### src/rtl/instr_fetch_seq.sv
// Instruction source: a small register-file program memory and an issue FSM that
// streams a requested number of words, in order, over a valid/ready handshake.
module instr_fetch_seq #(
    parameter int DEPTH = 8,
    parameter int AW    = 3,
    parameter int DW    = 32
) (
    input  logic          clk,
    input  logic          rst,
    input  logic          wr_en,
    input  logic [AW-1:0] wr_addr,
    input  logic [DW-1:0] wr_data,
    input  logic [AW:0]   num_instr,
    input  logic          start,
    output logic          out_valid,
    input  logic          out_ready,
    output logic [DW-1:0] out_data,
    output logic [AW-1:0] out_idx,
    output logic          out_last,
    output logic          busy,
    output logic          done
);

    localparam logic [1:0] S_IDLE  = 2'd0;
    localparam logic [1:0] S_ISSUE = 2'd1;
    localparam logic [1:0] S_DONE  = 2'd2;

    localparam logic [AW:0] DEPTH_N = (AW+1)'(DEPTH);

    function automatic logic [AW:0] sat_count(input logic [AW:0] req);
        return (req > DEPTH_N) ? DEPTH_N : req;
    endfunction

    logic [1:0]    state_q, state_d;
    logic [AW-1:0] ptr_q, ptr_d;
    logic [AW:0]   n_q, n_d;
    logic [DW-1:0] data_q, data_d;
    logic [DW-1:0] mem_q [DEPTH];

    logic [AW-1:0] ptr_inc;
    logic          is_last;

    assign ptr_inc = ptr_q + 1'b1;
    assign is_last = ({1'b0, ptr_q} == (n_q - 1'b1));

    // Program memory is frozen while a run is in flight.
    always_ff @(posedge clk or posedge rst) begin
        if (rst) begin
            for (int i = 0; i < DEPTH; i++) begin
                mem_q[i] <= '0;
            end
        end else if (wr_en && (state_q != S_ISSUE)) begin
            mem_q[wr_addr] <= wr_data;
        end
    end

    always_comb begin
        state_d = state_q;
        ptr_d   = ptr_q;
        n_d     = n_q;
        data_d  = data_q;
        case (state_q)
            S_IDLE: begin
                if (start) begin
                    if (num_instr != '0) begin
                        n_d     = sat_count(num_instr);
                        ptr_d   = '0;
                        data_d  = mem_q[0];
                        state_d = S_ISSUE;
                    end else begin
                        state_d = S_DONE;
                    end
                end
            end
            S_ISSUE: begin
                if (out_ready) begin
                    if (is_last) begin
                        state_d = S_DONE;
                    end else begin
                        ptr_d  = ptr_inc;
                        data_d = mem_q[ptr_inc];
                    end
                end
            end
            S_DONE: begin
                state_d = S_IDLE;
            end
            default: begin
                state_d = S_IDLE;
            end
        endcase
    end

    always_ff @(posedge clk or posedge rst) begin
        if (rst) begin
            state_q <= S_IDLE;
            ptr_q   <= '0;
            n_q     <= '0;
            data_q  <= '0;
        end else begin
            state_q <= state_d;
            ptr_q   <= ptr_d;
            n_q     <= n_d;
            data_q  <= data_d;
        end
    end

    assign out_valid = (state_q == S_ISSUE);
    assign busy      = (state_q == S_ISSUE);
    assign done      = (state_q == S_DONE);
    assign out_data  = data_q;
    assign out_idx   = ptr_q;
    assign out_last  = (state_q == S_ISSUE) && is_last;

endmodule

### config.mk
export PLATFORM = sky130hd
export DESIGN_NAME = instr_fetch_seq
export DESIGN_NICKNAME = d
export VERILOG_FILES = /design/src/rtl/instr_fetch_seq.sv
export SDC_FILE = /design/constraint.sdc
export NUM_CORES = 1
export LEC_CHECK = 0
export ABC_AREA = 1
export ABC_CLOCK_PERIOD_IN_PS = 27000
export CELL_PAD_IN_SITES_DETAIL_PLACEMENT = 1
export CELL_PAD_IN_SITES_GLOBAL_PLACEMENT = 1
export CORE_ASPECT_RATIO = 2
export CORE_MARGIN = 2
export CORE_UTILIZATION = 45
export DETAILED_ROUTE_END_ITERATION = 8
export PLACE_DENSITY_LB_ADDON = 0.1
export SYNTH_ARGS = -nofsm -noshare
export SYNTH_HDL_FRONTEND = slang
export SYNTH_SLANG_ARGS = --single-unit
### constraint.sdc
create_clock -name clk -period 27 [get_ports clk]
set_clock_uncertainty 0.15 [all_clocks]
set_input_delay 8.1 -clock clk [delete_from_list [all_inputs] [get_ports clk]]
set_output_delay 8.1 -clock clk [all_outputs]
set_load 0.01 [all_outputs]
==> reports/results.ini, run 1 <==
[die]
die_x_microns = 131
rows = 92
core_region_area_sq_mm = 0.0315
initial_utilization_pct = 45.8
io_pins = 83
fp.dieH_microns = 258
die_area_sq_mm = 0.0337

[logic_synthesis]
yosysSeqAreaShare_pct = 51.4
yosys_warnings = 0
ys_types = 24
synth_nets = 2018
ys_ff_latch = 297
avgSynthCellArea_sq_um = 7.33
synth_cells = 1972
syn-cell-area_sq_mm = 0.0145

[place]
hpwl_microns = 23500
placed_area_sq_mm = 0.0156
dpl.cell_count = 2377
pre_cts_slack_ns = 15.73
place_congestion = 0.759
place.port_buffers = 82

[cells_and_area]
drive_gt1_share_pct = 4.04
areaGrowthSynthToFinish_pct = 13.8
multi_input_area_sq_mm = 0.00552
final_cell_area_sq_mm = 0.0165
instances_no_fill = 2426
fillCellCount = 4089
seq_area_sq_mm = 0.00744
nNetsFinal = 2029
final_core_util_pct = 52.2
antenna-diode-count = 0

[cts]
clk_path_buf_depth = 3
postCtsSetupBuffers = 0
clk_pin_slew_ns = 0.07
cts_resized = 0
cts_buffers = 27
cts_tree = yes
hold_buffers = 0
clk_latency_ns = 0.56
cts_sinks = 297
root_buffer = clkbuf_16
cts_max_level = 1

[drt]
postRouteAntennaNets = 0
drc = 0
wl_per_cell_microns = 17.6
wl_microns = 42600
routed-via-count = 12600
firstDrtPassIters = 6
vias_per_cell = 5.20
drt_iter0_markers = 688

[setup_path]
path_class = reg2out
cpLargestDelayFamily = buffers and inverters
crit_arrival_ns = 2.96
path_common_cell = nand2_1
path_max_fanout = 43
slowest_stage = dfrtp_4
cp_data_required_time_ns = 18.75
crit_chain = buf_4 > nand2_1 > nand2_1 > nor2_1 > nand4_1 > inv_1 > clkdlybuf4s50_1
start_kind = flop
max_stage_delay_ns = 0.81
path_buf_inv = 3
cp-end-kind = output port

[timing]
max_freq_mhz = 89.2
post-route-min-period_ns = 11.21
finalSetupTns_ns = 0
relSlewSlack_pct = 22.6
tightest_slew_ns = 1.16
grt_setup_unrepaired = false
finalCritPeriodShare_pct = 41.5
maxSlewViolCount = 0
worst_slack_ns = 15.79
setup_violations = 0
hold_viol = 0
timing.hold.ws_ns = 0.325

[global_routing]
track_usage_pct = 26.4
grt_pass1_vias = 13200
grt_pass1_wl_microns = 69700
grt_max_degree = 101
antenna_found_initial = 0
grt-ovfl-total = 0

[flow_run]
drv_cap = 0

[pwr]
powerDensity_mw_per_mm2 = 127
irDropWorstVdd_v = 0.0000736
power_mw = 2.09
cellLeakagePower_nw = 8.64

[outcome]
outcome = complete, no violations

[min_path]
hold_class = reg2reg

==> cell families after synthesis <==
kind of cell	count (synthesis)	synth area share, %
simple gates	991	28.3
buf+inv	420	11.0
flops	297	51.4
compound gates	262	9.09
fa+ha+maj	2	0.173
==> cell usage after synthesis, drive strengths merged <==
| library cell | instances | area share [%] |
|---|---|---|
| a21oi | 2 | 0.069 |
| buf | 16 | 0.52 |
| clkbuf | 97 | 2.5 |
| dfrtp | 297 | 51 |
| ha | 2 | 0.17 |
| inv | 307 | 8.0 |
| nand2 | 766 | 20 |
| nand3 | 202 | 7.0 |
| nand3b | 1 | 0.052 |
| nand4 | 9 | 0.74 |
| nor2 | 12 | 0.42 |
| nor3 | 1 | 0.11 |
| o21a | 1 | 0.052 |
| o21ai | 258 | 8.9 |
| o22ai | 1 | 0.043 |
==> tightest hold or removal path: stages (launching register included) <==
cell and delay [ns]:
dfrtp_1 0.35, nand2_1 0.05, nand2_1 0.04
==> power breakdown <==
part / switching [mW] / internal, mW
Combinational: 0.590 / 0.322
Sequential: 0.135 / 0.661
Clock: 0.172 / 0.215
==> metal layers <==
metal / share of wire, % / up-vias / global-route usage [%] / wire length, microns
met5: 0 / - / 0 / 0
met4: 3.0 / 0 / 9.01 / 1290
met3: 2.8 / 75 / 2.43 / 1170
met2: 52 / 181 / 47.1 / 22100
met1: 42 / 6308 / 33.0 / 18000
li1: - / 6046 / - / -
==> area by class of cell <==
class | count | share of cell area [%]
timing repair buffer | 95 | 5.58
clock inverter | 10 | 0.494
clock buffer | 39 | 4.87
inverter | 307 | 7.09
tap | 423 | 3.22
multi-input combinational | 1255 | 33.6
sequential | 297 | 45.2
==> cell usage in the layout (no fill, tap or decap), types with 2 or more instances in the layout <==
cell type and n:
buf_4 13, clkbuf_1 4, clkbuf_16 27, clkbuf_8 8
clkdlybuf4s50_1 82, clkinv_2 8, dfrtp_1 296, inv_1 302
inv_4 2, nand2_1 762, nand2_2 3, nand3_1 202
nand4_4 8, nor2_1 10, o21ai_0 230, o21ai_1 28
==> registers in the layout, summed over array words and instances (netlist names) <==
| signal | flops |
|---|---|
| mem_q | 256 |
| n_q | 4 |
| out_data | 32 |
| out_idx | 3 |
| state_q | 2 |
==> final timing paths <==
check | slack, ns | start | cells past startpoint | to
max | 15.79 | out_idx[0]$_DFFE_PP0P_ | 7 | out_last
min | 0.33 | out_data[16]$_DFFE_PP0P_ | 2 | out_data[16]$_DFFE_PP0P_
max reg2reg | 22.55 | out_idx[0]$_DFFE_PP0P_ | 11 | out_data[6]$_DFFE_PP0P_
min reg2reg | 0.33 | out_data[16]$_DFFE_PP0P_ | 2 | out_data[16]$_DFFE_PP0P_
max in group asynchronous | 16.51 | rst | 4 | out_data[30]$_DFFE_PP0P_
min in group asynchronous | 7.89 | rst | 2 | mem_q[76]$_DFFE_PP0P_
Power figures use the tool's default switching activity.
==> inputs of run 2 (changes only) <==
--- a/config.mk
+++ b/config.mk
@@ -6,12 +6,12 @@
 export NUM_CORES = 1
 export LEC_CHECK = 0
 export ABC_AREA = 1
-export ABC_CLOCK_PERIOD_IN_PS = 27000
+export ABC_CLOCK_PERIOD_IN_PS = 11600
 export CELL_PAD_IN_SITES_DETAIL_PLACEMENT = 1
 export CELL_PAD_IN_SITES_GLOBAL_PLACEMENT = 1
 export CORE_ASPECT_RATIO = 2
 export CORE_MARGIN = 2
-export CORE_UTILIZATION = 45
+export CORE_UTILIZATION = 44
 export DETAILED_ROUTE_END_ITERATION = 8
 export PLACE_DENSITY_LB_ADDON = 0.1
 export SYNTH_ARGS = -nofsm -noshare
==> constraint.sdc (replaced) <==
create_clock -name clk -period 11.6 [get_ports clk]
set_clock_uncertainty 0.15 [all_clocks]
set_input_delay 3.48 -clock clk [delete_from_list [all_inputs] [get_ports clk]]
set_output_delay 3.48 -clock clk [all_outputs]
set_load 0.01 [all_outputs]
==> run 2 against run 1 <==
Against the previous run: largest cell class unchanged; final area rose by 0.57%; highest routed layer unchanged; combinational power rose by 130%; total power rose by 130%.
==> reports/results.ini, run 2 (synthesis results as in run 1) <==
[outcome]
outcome = complete, no violations

[place]
pre_cts_slack_ns = 5.33
hpwl_microns = 24100
dpl.cell_count = 2384
place.port_buffers = 82
place_congestion = 0.762

[cts]
cts_max_level = 1
postCtsSetupBuffers = 0
clk_pin_slew_ns = 0.07
clk_latency_ns = 0.57
cts_sinks = 297
hold_buffers = 0
cts_buffers = 29
cts_tree = yes
clk_path_buf_depth = 3
cts_resized = 0
root_buffer = clkbuf_16

[cells_and_area]
mostFrequentLayoutCells = 762 x nand2_1, 302 x inv_1, 296 x dfrtp_1
areaGrowthSynthToFinish_pct = 14.5
regMostFlops = mem_q
drive_gt1_share_pct = 4.28
nNetsFinal = 2034
fillCellCount = 4165
instances_no_fill = 2436
antenna-diode-count = 0
final_common_cell = nand2_1
largest_reg_flops = 256
final_core_util_pct = 51.2

[flow_run]
drv_cap = 0

[timing]
hold_viol = 0
worst_slack_ns = 5.01
relSlewSlack_pct = 27.7
tightest_slew_ns = 1.08
post-route-min-period_ns = 6.59
maxSlewViolCount = 0
finalCritPeriodShare_pct = 56.8
setup_violations = 0
timing.hold.ws_ns = 0.321
finalSetupTns_ns = 0
grt_setup_unrepaired = false
max_freq_mhz = 152

[die]
die_x_microns = 132
rows = 93
die_area_sq_mm = 0.0344
core_region_area_sq_mm = 0.0323
io_pins = 83
fp.dieH_microns = 260
initial_utilization_pct = 44.7

[drt]
drt_iter0_markers = 608
drc = 0
routed-via-count = 12500
wl_microns = 42500
vias_per_cell = 5.14
wl_per_cell_microns = 17.4
firstDrtPassIters = 5
postRouteAntennaNets = 0

[setup_path]
cp_data_required_time_ns = 7.97
start_kind = flop
path_class = reg2out
r2r_start = out_idx[0]$_DFFE_PP0P_
crit_start = out_idx[0]$_DFFE_PP0P_
crit_arrival_ns = 2.96
cp-end-kind = output port
path_max_fanout = 56

[global_routing]
grt_max_degree = 161
grt-ovfl-total = 0
grt_pass1_wl_microns = 69800
grt_pass1_vias = 13400
antenna_found_initial = 0
track_usage_pct = 25.4

[min_path]
hold_class = reg2reg
hold_start = out_data[14]$_DFFE_PP0P_

[pwr]
cellLeakagePower_nw = 8.67
irDropWorstVdd_v = 0.000145
powerDensity_mw_per_mm2 = 297

## run 2: cell count changes in the layout (fill, tap and decap cells not counted)
| cell | before | now |
|---|---|---|
| inv_8 | 1 | 0 |
| buf_12 | 0 | 1 |
| inv_6 | 1 | 2 |
| buf_4 | 13 | 15 |
| clkinvlp_4 | 1 | 2 |
| clkbuf_16 | 27 | 29 |
| clkinv_2 | 8 | 7 |
| clkbuf_1 | 4 | 5 |
## run 2: final timing paths
path	end	slack, ns	cells past startpoint
setup / recovery	out_last	5.01	7
hold / removal	out_data[14]$_DFFE_PP0P_	0.32	2
setup reg to reg	out_data[31]$_DFFE_PP0P_	7.86	9
hold reg to reg	out_data[14]$_DFFE_PP0P_	0.32	2
max in group asynchronous	out_idx[0]$_DFFE_PP0P_	6.25	4
min in group asynchronous	out_data[20]$_DFFE_PP0P_	3.40	3
## run 2: critical path, cell delays in order (launching register included)
cell	delay [ns]
dfrtp_4	0.84
inv_4	0.40
nand2_1	0.17
nand2_1	0.07
nor2_1	0.14
nand4_1	0.15
inv_1	0.08
clkdlybuf4s50_1	0.53
## run 2: per-layer routing
metal / vias up / routed length, microns / GRT usage (%)
li1: 6064 / - / -
met5: - / 0 / 0
met3: 85 / 969 / 2.49
met1: 6202 / 17900 / 29.8
met4: 0 / 1590 / 10.5
met2: 166 / 22000 / 47.2
## run 2: layout make-up
cell class,count,area (sq um),share of cell area [%]
inverter,307,1160,7.02
sequential,297,7440,44.9
clock inverter,10,85.1,0.514
clock buffer,42,855,5.16
tap,427,534,3.23
timing repair buffer,98,953,5.76
multi-input combinational,1255,5520,33.4
## run 2: power breakdown
part           internal (mW)  leakage [nW]  switching, mW  total (mW)
clock                  0.532         0.468          0.416       0.949
sequential              1.54          3.80          0.313        1.85
combinational          0.751          4.40           1.36        2.11
## run 2: per-stage QoR
stage                     total power, mW  cell area [sq um]
after detailed placement             4.00              15600
after global placement               3.89              15600
after global routing                 5.38              16500
final                                4.91              16500
after floorplan                      3.28              14500
after CTS                            4.98              16500
==> inputs of run 3 (changes only) <==
--- a/config.mk
+++ b/config.mk
@@ -6,7 +6,7 @@
 export NUM_CORES = 1
 export LEC_CHECK = 0
 export ABC_AREA = 1
-export ABC_CLOCK_PERIOD_IN_PS = 11600
+export ABC_CLOCK_PERIOD_IN_PS = 6900
 export CELL_PAD_IN_SITES_DETAIL_PLACEMENT = 1
 export CELL_PAD_IN_SITES_GLOBAL_PLACEMENT = 1
 export CORE_ASPECT_RATIO = 2
==> constraint.sdc (replaced) <==
create_clock -name clk -period 6.9 [get_ports clk]
set_clock_uncertainty 0.15 [all_clocks]
set_input_delay 2.07 -clock clk [delete_from_list [all_inputs] [get_ports clk]]
set_output_delay 2.07 -clock clk [all_outputs]
set_load 0.01 [all_outputs]
==> run 3 against run 2 <==
Against the previous run: worst hold slack got worse by 0.00092 ns; final area rose by 0.33%; via count rose by 0.50%; largest cell class unchanged; largest power group unchanged.
==> reports/results.ini, run 3 (synthesis results as in run 1) <==
[cts]
cts_resized = 0
clk_path_buf_depth = 3
clk_latency_ns = 0.58
cts_tree = yes
cts_sinks = 297
cts_buffers = 30
cts_max_level = 1
postCtsSetupBuffers = 0
hold_buffers = 0
clk_pin_slew_ns = 0.06
root_buffer = clkbuf_16

[die]
fp.dieH_microns = 260
rows = 93
die_area_sq_mm = 0.0344
die_x_microns = 132
core_region_area_sq_mm = 0.0323
io_pins = 83
initial_utilization_pct = 44.7

[min_path]
hold_class = reg2reg

[global_routing]
antenna_found_initial = 0
grt_pass1_vias = 13500
grt-ovfl-total = 0
track_usage_pct = 25.6
grt_max_degree = 186
grt_pass1_wl_microns = 70400

[cells_and_area]
drive_gt1_share_pct = 4.18
final_common_cell = nand2_1
areaGrowthSynthToFinish_pct = 14.8
final_cell_area_sq_mm = 0.0166
fillCellCount = 4174
largest_reg_flops = 256
nNetsFinal = 2034
mostFrequentLayoutCells = 762 x nand2_1, 302 x inv_1, 296 x dfrtp_1
regMostFlops = mem_q
antenna-diode-count = 0

[timing]
tightest_slew_ns = 1.11
finalSetupTns_ns = 0
max_freq_mhz = 180
post-route-min-period_ns = 5.55
hold_viol = 0
setup_violations = 0
finalCritPeriodShare_pct = 80.4
relSlewSlack_pct = 25.6
maxSlewViolCount = 0
grt_setup_unrepaired = false
timing.hold.ws_ns = 0.320

[drt]
wl_microns = 42800
vias_per_cell = 5.16
postRouteAntennaNets = 0
drc = 0
routed-via-count = 12600
drt_iter0_markers = 595
wl_per_cell_microns = 17.5
firstDrtPassIters = 5

[setup_path]
reg2reg_depth = 10
start_kind = flop
crit_start = out_idx[0]$_DFFE_PP0P_
path_max_fanout = 71
path_class = reg2out
crit_arrival_ns = 3.33
r2r_end = out_data[31]$_DFFE_PP0P_
r2r_start = out_idx[0]$_DFFE_PP0P_
cp-end-kind = output port
reg2reg_slack_ns = 2.36
crit_end = out_last
cp_data_required_time_ns = 4.68

[place]
place_congestion = 0.745
hpwl_microns = 24400
place.port_buffers = 82
placed_area_sq_mm = 0.0156

[flow_run]
drv_cap = 0

[pwr]
cellLeakagePower_nw = 8.69
irDropWorstVdd_v = 0.000306
powerDensity_mw_per_mm2 = 502

[outcome]
outcome = complete, no violations

## run 3: changes by cell type in the layout (fill, tap and decap cells not counted)
cell,change
bufinv_16,+1
inv_6,-2
clkbuf_16,+2
clkbuf_1,+4
buf_4,-1
clkbuf_8,-1
clkinv_4,+1
clkinv_2,-2
## run 3: area by class of cell
class	count	area [sq um]	share of cell area (%)
clock buffer	47	906	5.46
clock inverter	8	96.3	0.580
inverter	307	1160	7.00
multi-input combinational	1255	5520	33.3
sequential	297	7440	44.8
tap	427	534	3.22
timing repair buffer	97	946	5.70
## run 3: layer usage
metal	up-vias	part of all wire, %	track usage (%)	wire, microns
li1	6069	-	-	-
met1	6275	42	29.9	18000
met2	158	53	49.1	22700
met3	78	2.2	2.02	955
met4	0	2.7	8.51	1170
met5	-	0	0	0
## run 3: through the flow
stage	setup slack (ns)	power (mW)	util [%]	cells
finish	1.35	8.34	51.3	2438
global route	1.19	9.12	51.3	2438
CTS	1.34	8.45	51.3	2438
detailed placement	1.95	6.73	48.2	2383
global placement	1.95	6.54	48.2	2383
floorplan	0.735	5.51	-	1972
## run 3: worst min-delay path by stage
| stage | to | slack, ns | start | depth (start not counted) |
|---|---|---|---|---|
| final | out_data[3]$_DFFE_PP0P_ | 0.32 | out_data[3]$_DFFE_PP0P_ | 2 |
| after global routing | out_data[3]$_DFFE_PP0P_ | 0.35 | out_data[3]$_DFFE_PP0P_ | 2 |
| after CTS | out_data[18]$_DFFE_PP0P_ | 0.32 | out_data[18]$_DFFE_PP0P_ | 2 |
| after detailed placement | out_data[3]$_DFFE_PP0P_ | 0.31 | out_data[3]$_DFFE_PP0P_ | 2 |
| after global placement | out_data[26]$_DFFE_PP0P_ | 0.30 | out_data[26]$_DFFE_PP0P_ | 2 |
| after floorplan | mem_q[0]$_DFFE_PP0P_ | 0.30 | mem_q[0]$_DFFE_PP0P_ | 2 |
## run 3: report_power, final
group | leakage (nW) | total [mW] | internal [mW] | switching, mW
Sequential | 3.80 | 3.13 | 2.59 | 0.542
Combinational | 4.40 | 3.54 | 1.26 | 2.28
Clock | 0.491 | 1.67 | 0.971 | 0.698
Total | 8.69 | 8.34 | 4.82 | 3.52
## run 3: critical path, stage by stage (launching register included)
cell             delay, ns
dfrtp_4               1.00
inv_4                 0.45
nand2_1               0.17
nand2_1               0.07
nor2_1                0.15
nand4_1               0.17
inv_1                 0.08
clkdlybuf4s50_1       0.53
==> RTL change 1, RTL diff (config.mk and constraints of run 1) <==
Change the parameter `DW` from 32 to 48.
--- a/src/rtl/instr_fetch_seq.sv
+++ b/src/rtl/instr_fetch_seq.sv
@@ -5,3 +5,3 @@
     parameter int AW    = 3,
-    parameter int DW    = 32
+    parameter int DW    = 48
 ) (
Ports: changed (resized out_data and wr_data); port bits go from 83 to 115. The function was not compared with the original's and may differ.
==> RTL change 1 against run 1 <==
- area after synthesis increased by 47%
- synthesized cell count increased by 46%
- wire length increased by 60%
- total power increased by 51%
- sequential cell count increased by 144
- cell area increased by 47%
- setup slack got worse by 0.56 ns
- critical path depth increased by 1
- register-to-register slack got worse by 0.71 ns
- highest routed layer unchanged
==> RTL change 1: results <==
{
  "yosysSeqAreaShare_pct": 51.9,
  "ys_types": 23,
  "num_vias": 18900,
  "routed_wl_um": 68000,
  "hold_start": "out_data[36]",
  "slowest_stage": "inv_4",
  "worst_hold_path.endpoint": "out_data[36]",
  "place_inst": 3468,
  "p_leak_uw": 0.0123,
  "grt_pass1_vias": 20500,
  "grt_usage_pct": 28.3,
  "grtUsageMet2_pct": 51.9,
  "gp_congestion": 0.764,
  "grtUsageMet1_pct": 34.2,
  "largest_register_ffs": 384,
  "status": "finished, final reports clean",
  "crit_path_max_incr_delay_ns": 0.79,
  "ir_drop_uv": 60.0,
  "grt_max_degree": 182,
  "cts_buffers": 42,
  "cp.arrival_ns": 3.52,
  "drive_above_1_share_pct": 4.08,
  "portBuffers": 114,
  "yosys-top-cells-area": "dfrtp_1 (52%), nand2_1 (20%), inv_1 (7.1%)",
  "post-place-ws_ns": 15.78,
  "grt_pass1_wl_um": 109000,
  "first_pass_iters": 4,
  "r2r_slack_ns": 21.84,
  "fin_nets": 2947,
  "path_max_fanout": 73
}
==> RTL change 1: cell count changes in the layout (fill, tap and decap cells not counted), sizes merged, moves of 32 or more <==
cell,run 1,this run
o21ai,258,427
clkdlybuf4s50,82,114
nand3,202,254
dfrtp,297,441
inv,307,405
nand2,766,1131
==> RTL change 1: worst max path at each step <==
stage,start,end,slack [ns],cells after the start
floorplan,rst,mem_q[0],6.46,1
global placement,rst,mem_q[1],15.83,4
CTS,out_idx[0],out_last,15.19,8
global route,out_idx[0],out_last,15.05,8
finish,out_idx[0],out_last,15.23,8
detailed placement,rst,mem_q[130],15.78,4
==> RTL change 1: cell type report <==
type	count	area [um^2]	share of cell area [%]
well taps	627	785	3.24
repair buffers	144	1390	5.74
flip-flops and latches	441	11000	45.6
multi-input cells	1850	7960	32.9
clock buffers	63	1310	5.42
clock inverters	12	196	0.811
inverters	406	1540	6.34
==> RTL change 1: critical path, delay by kind of cell, from the launching register on <==
| family | cells | cell delay [ns] |
|---|---|---|
| buf+inv | 3 | 1.45 |
| flops | 1 | 0.76 |
| simple gates | 5 | 0.70 |
==> RTL change 1: power by group <==
group / total [uW] / internal, uW / switching (uW)
logic: 1370 / 462 / 905
registers: 1150 / 982 / 166
clock network: 654 / 384 / 270
total: 3170 / 1830 / 1340
==> RTL change 1: cells by family (layout without fill, tap and decap cells) <==
kind of cell / after synthesis / count (layout) / synth area share [%]
AO/OA/AOI/OAI: 435 / 435 / 10.3
adder cells (fa/ha/maj): 2 / 2 / 0.118
buffers and inverters: 580 / 625 / 10.9
flip-flops: 441 / 441 / 51.9
AND/OR/NAND/NOR: 1413 / 1413 / 26.8
==> RTL change 1: per-layer routing <==
layer | share of wire, % | wire length [um]
met2 | 52 | 35500
met1 | 41 | 28000
met5 | 0 | 0
met3 | 3.4 | 2310
met4 | 3.3 | 2260
==> RTL change 2, RTL diff (settings of run 1) <==
Without the edit above. Reset style: synchronous (`rst`), changed in 2 clocked blocks.
--- a/src/rtl/instr_fetch_seq.sv
+++ b/src/rtl/instr_fetch_seq.sv
@@ -46,3 +46,3 @@
     // Program memory is frozen while a run is in flight.
-    always_ff @(posedge clk or posedge rst) begin
+    always_ff @(posedge clk) begin
         if (rst) begin
@@ -93,3 +93,3 @@
 
-    always_ff @(posedge clk or posedge rst) begin
+    always_ff @(posedge clk) begin
         if (rst) begin
Check against the original RTL: differs if rst is asserted again (counterexample within 4 cycles, from zero or initial values and one cycle with rst high); with rst held inactive, the same outputs for 4 cycles.
==> RTL change 2 against run 1 <==
- cell area down 1.5%
- sequential share of layout area grew 7.3 points
- setup slack lost 1.1 ns
- area after synthesis down 1.3%
- sequential cell count unchanged
- wire length rose by 3.1%
Power is not compared: it rests on default switching activity, and its combinational part moved more than twofold at a synthesized area within 25%.
==> RTL change 2: results <==
{
  "path_max_fanout": 75,
  "synth_common_cells": "nand2_1 (530), nor2_1 (337), edfxtp_1 (256)",
  "clk_latency_ns": 0.56,
  "synth_edf_count": 256,
  "slowest_stage": "clkinv_2",
  "dp_hpwl_um": 28200,
  "synth_top_flop_cell": "edfxtp_1",
  "synth_nets": 1769,
  "synthMuxAreaShare_pct": 0,
  "first_pass_iters": 4,
  "grtUsageMet1_pct": 32.0,
  "met3_usage_pct": 2.61,
  "synthArstFlopShare_pct": 0,
  "drt_iter0_drc": 573,
  "crit_path_max_incr_delay_ns": 1.05,
  "place_inst": 2149,
  "grtUsageMet2_pct": 49.1,
  "yosysSeqAreaShare_pct": 59.6,
  "grt_pass1_wl_um": 67100,
  "hold_slack_ns": 0.329,
  "num_vias": 11400,
  "root_buffer": "clkbuf_16",
  "cts_resized": 0,
  "top_register": "mem_q",
  "r2r_cells": 9,
  "reg2reg_from": "out_idx[0]",
  "hold_start": "out_data[27]",
  "synth.avg_cell_area_um2": 8.28,
  "routed_wl_um": 43900,
  "switching_share_pct": 28.9,
  "largest_register_ffs": 256,
  "synth_fa_ha_area_share_pct": 0.175,
  "ys_types": 21,
  "cts_buffers": 28,
  "drive_above_1_share_pct": 4.61,
  "gp_congestion": 0.828,
  "wl_per_cell_um": 19.9,
  "path_clk_slew_ns": 0.07,
  "fin_nets": 1802,
  "p_leak_uw": 0.00735,
  "post-place-ws_ns": 14.98,
  "worst_pin_slew_ns": 1.22,
  "r2r_end": "out_data[22]",
  "clockBufferDepth": 3,
  "wl_met2_um": 23600,
  "num-fill-cells": 3775,
  "yosys-top-cells-area": "edfxtp_1 (54%), nand2_1 (14%), nor2_1 (8.9%)",
  "post-route-period-util_pct": 45.8,
  "wl_met1_um": 16800,
  "grt_max_degree": 76,
  "r2r_slack_ns": 23.02,
  "placedInstanceArea_um2": 15300,
  "cp.arrival_ns": 4.11,
  "grt_usage_pct": 27.0,
  "wl_met3_um": 1810,
  "worst_hold_path.endpoint": "out_data[27]",
  "portBuffers": 82,
  "status": "finished, final reports clean",
  "synth_compound_area_share_pct": 2.67,
  "grt_pass1_vias": 12100
}
==> RTL change 2: changes by cell type in the layout (fill, tap and decap cells not counted), moves of 40 or more <==
cell             run 1  this run
dfrtp_1            296         0
inv_1              302       238
dfxtp_1              0        40
nand3_1            202       137
a21oi_1              1        71
nor2_1              10       336
nand2_1            762       522
o21ai_0            230         1
edfxtp_1             0       256
==> RTL change 2: final cells by class <==
cell class / count / area [um^2] / share of cell area [%]
clock buffers: 38 / 800 / 4.93
well taps: 423 / 529 / 3.26
repair buffers: 97 / 933 / 5.76
clock inverters: 14 / 110 / 0.679
multi-input cells: 1087 / 4410 / 27.2
flip-flops and latches: 297 / 8510 / 52.5
inverters: 245 / 921 / 5.68
==> RTL change 2: worst register-to-register path: stages (launching register included) <==
cell,delay [ns]
dfxtp_4,0.95
clkinv_2,1.07
buf_4,0.72
nand2_1,0.20
nand3_1,0.08
a21oi_1,0.35
nor2_1,0.15
nand3_1,0.10
nand2_1,0.06
nor2_1,0.09
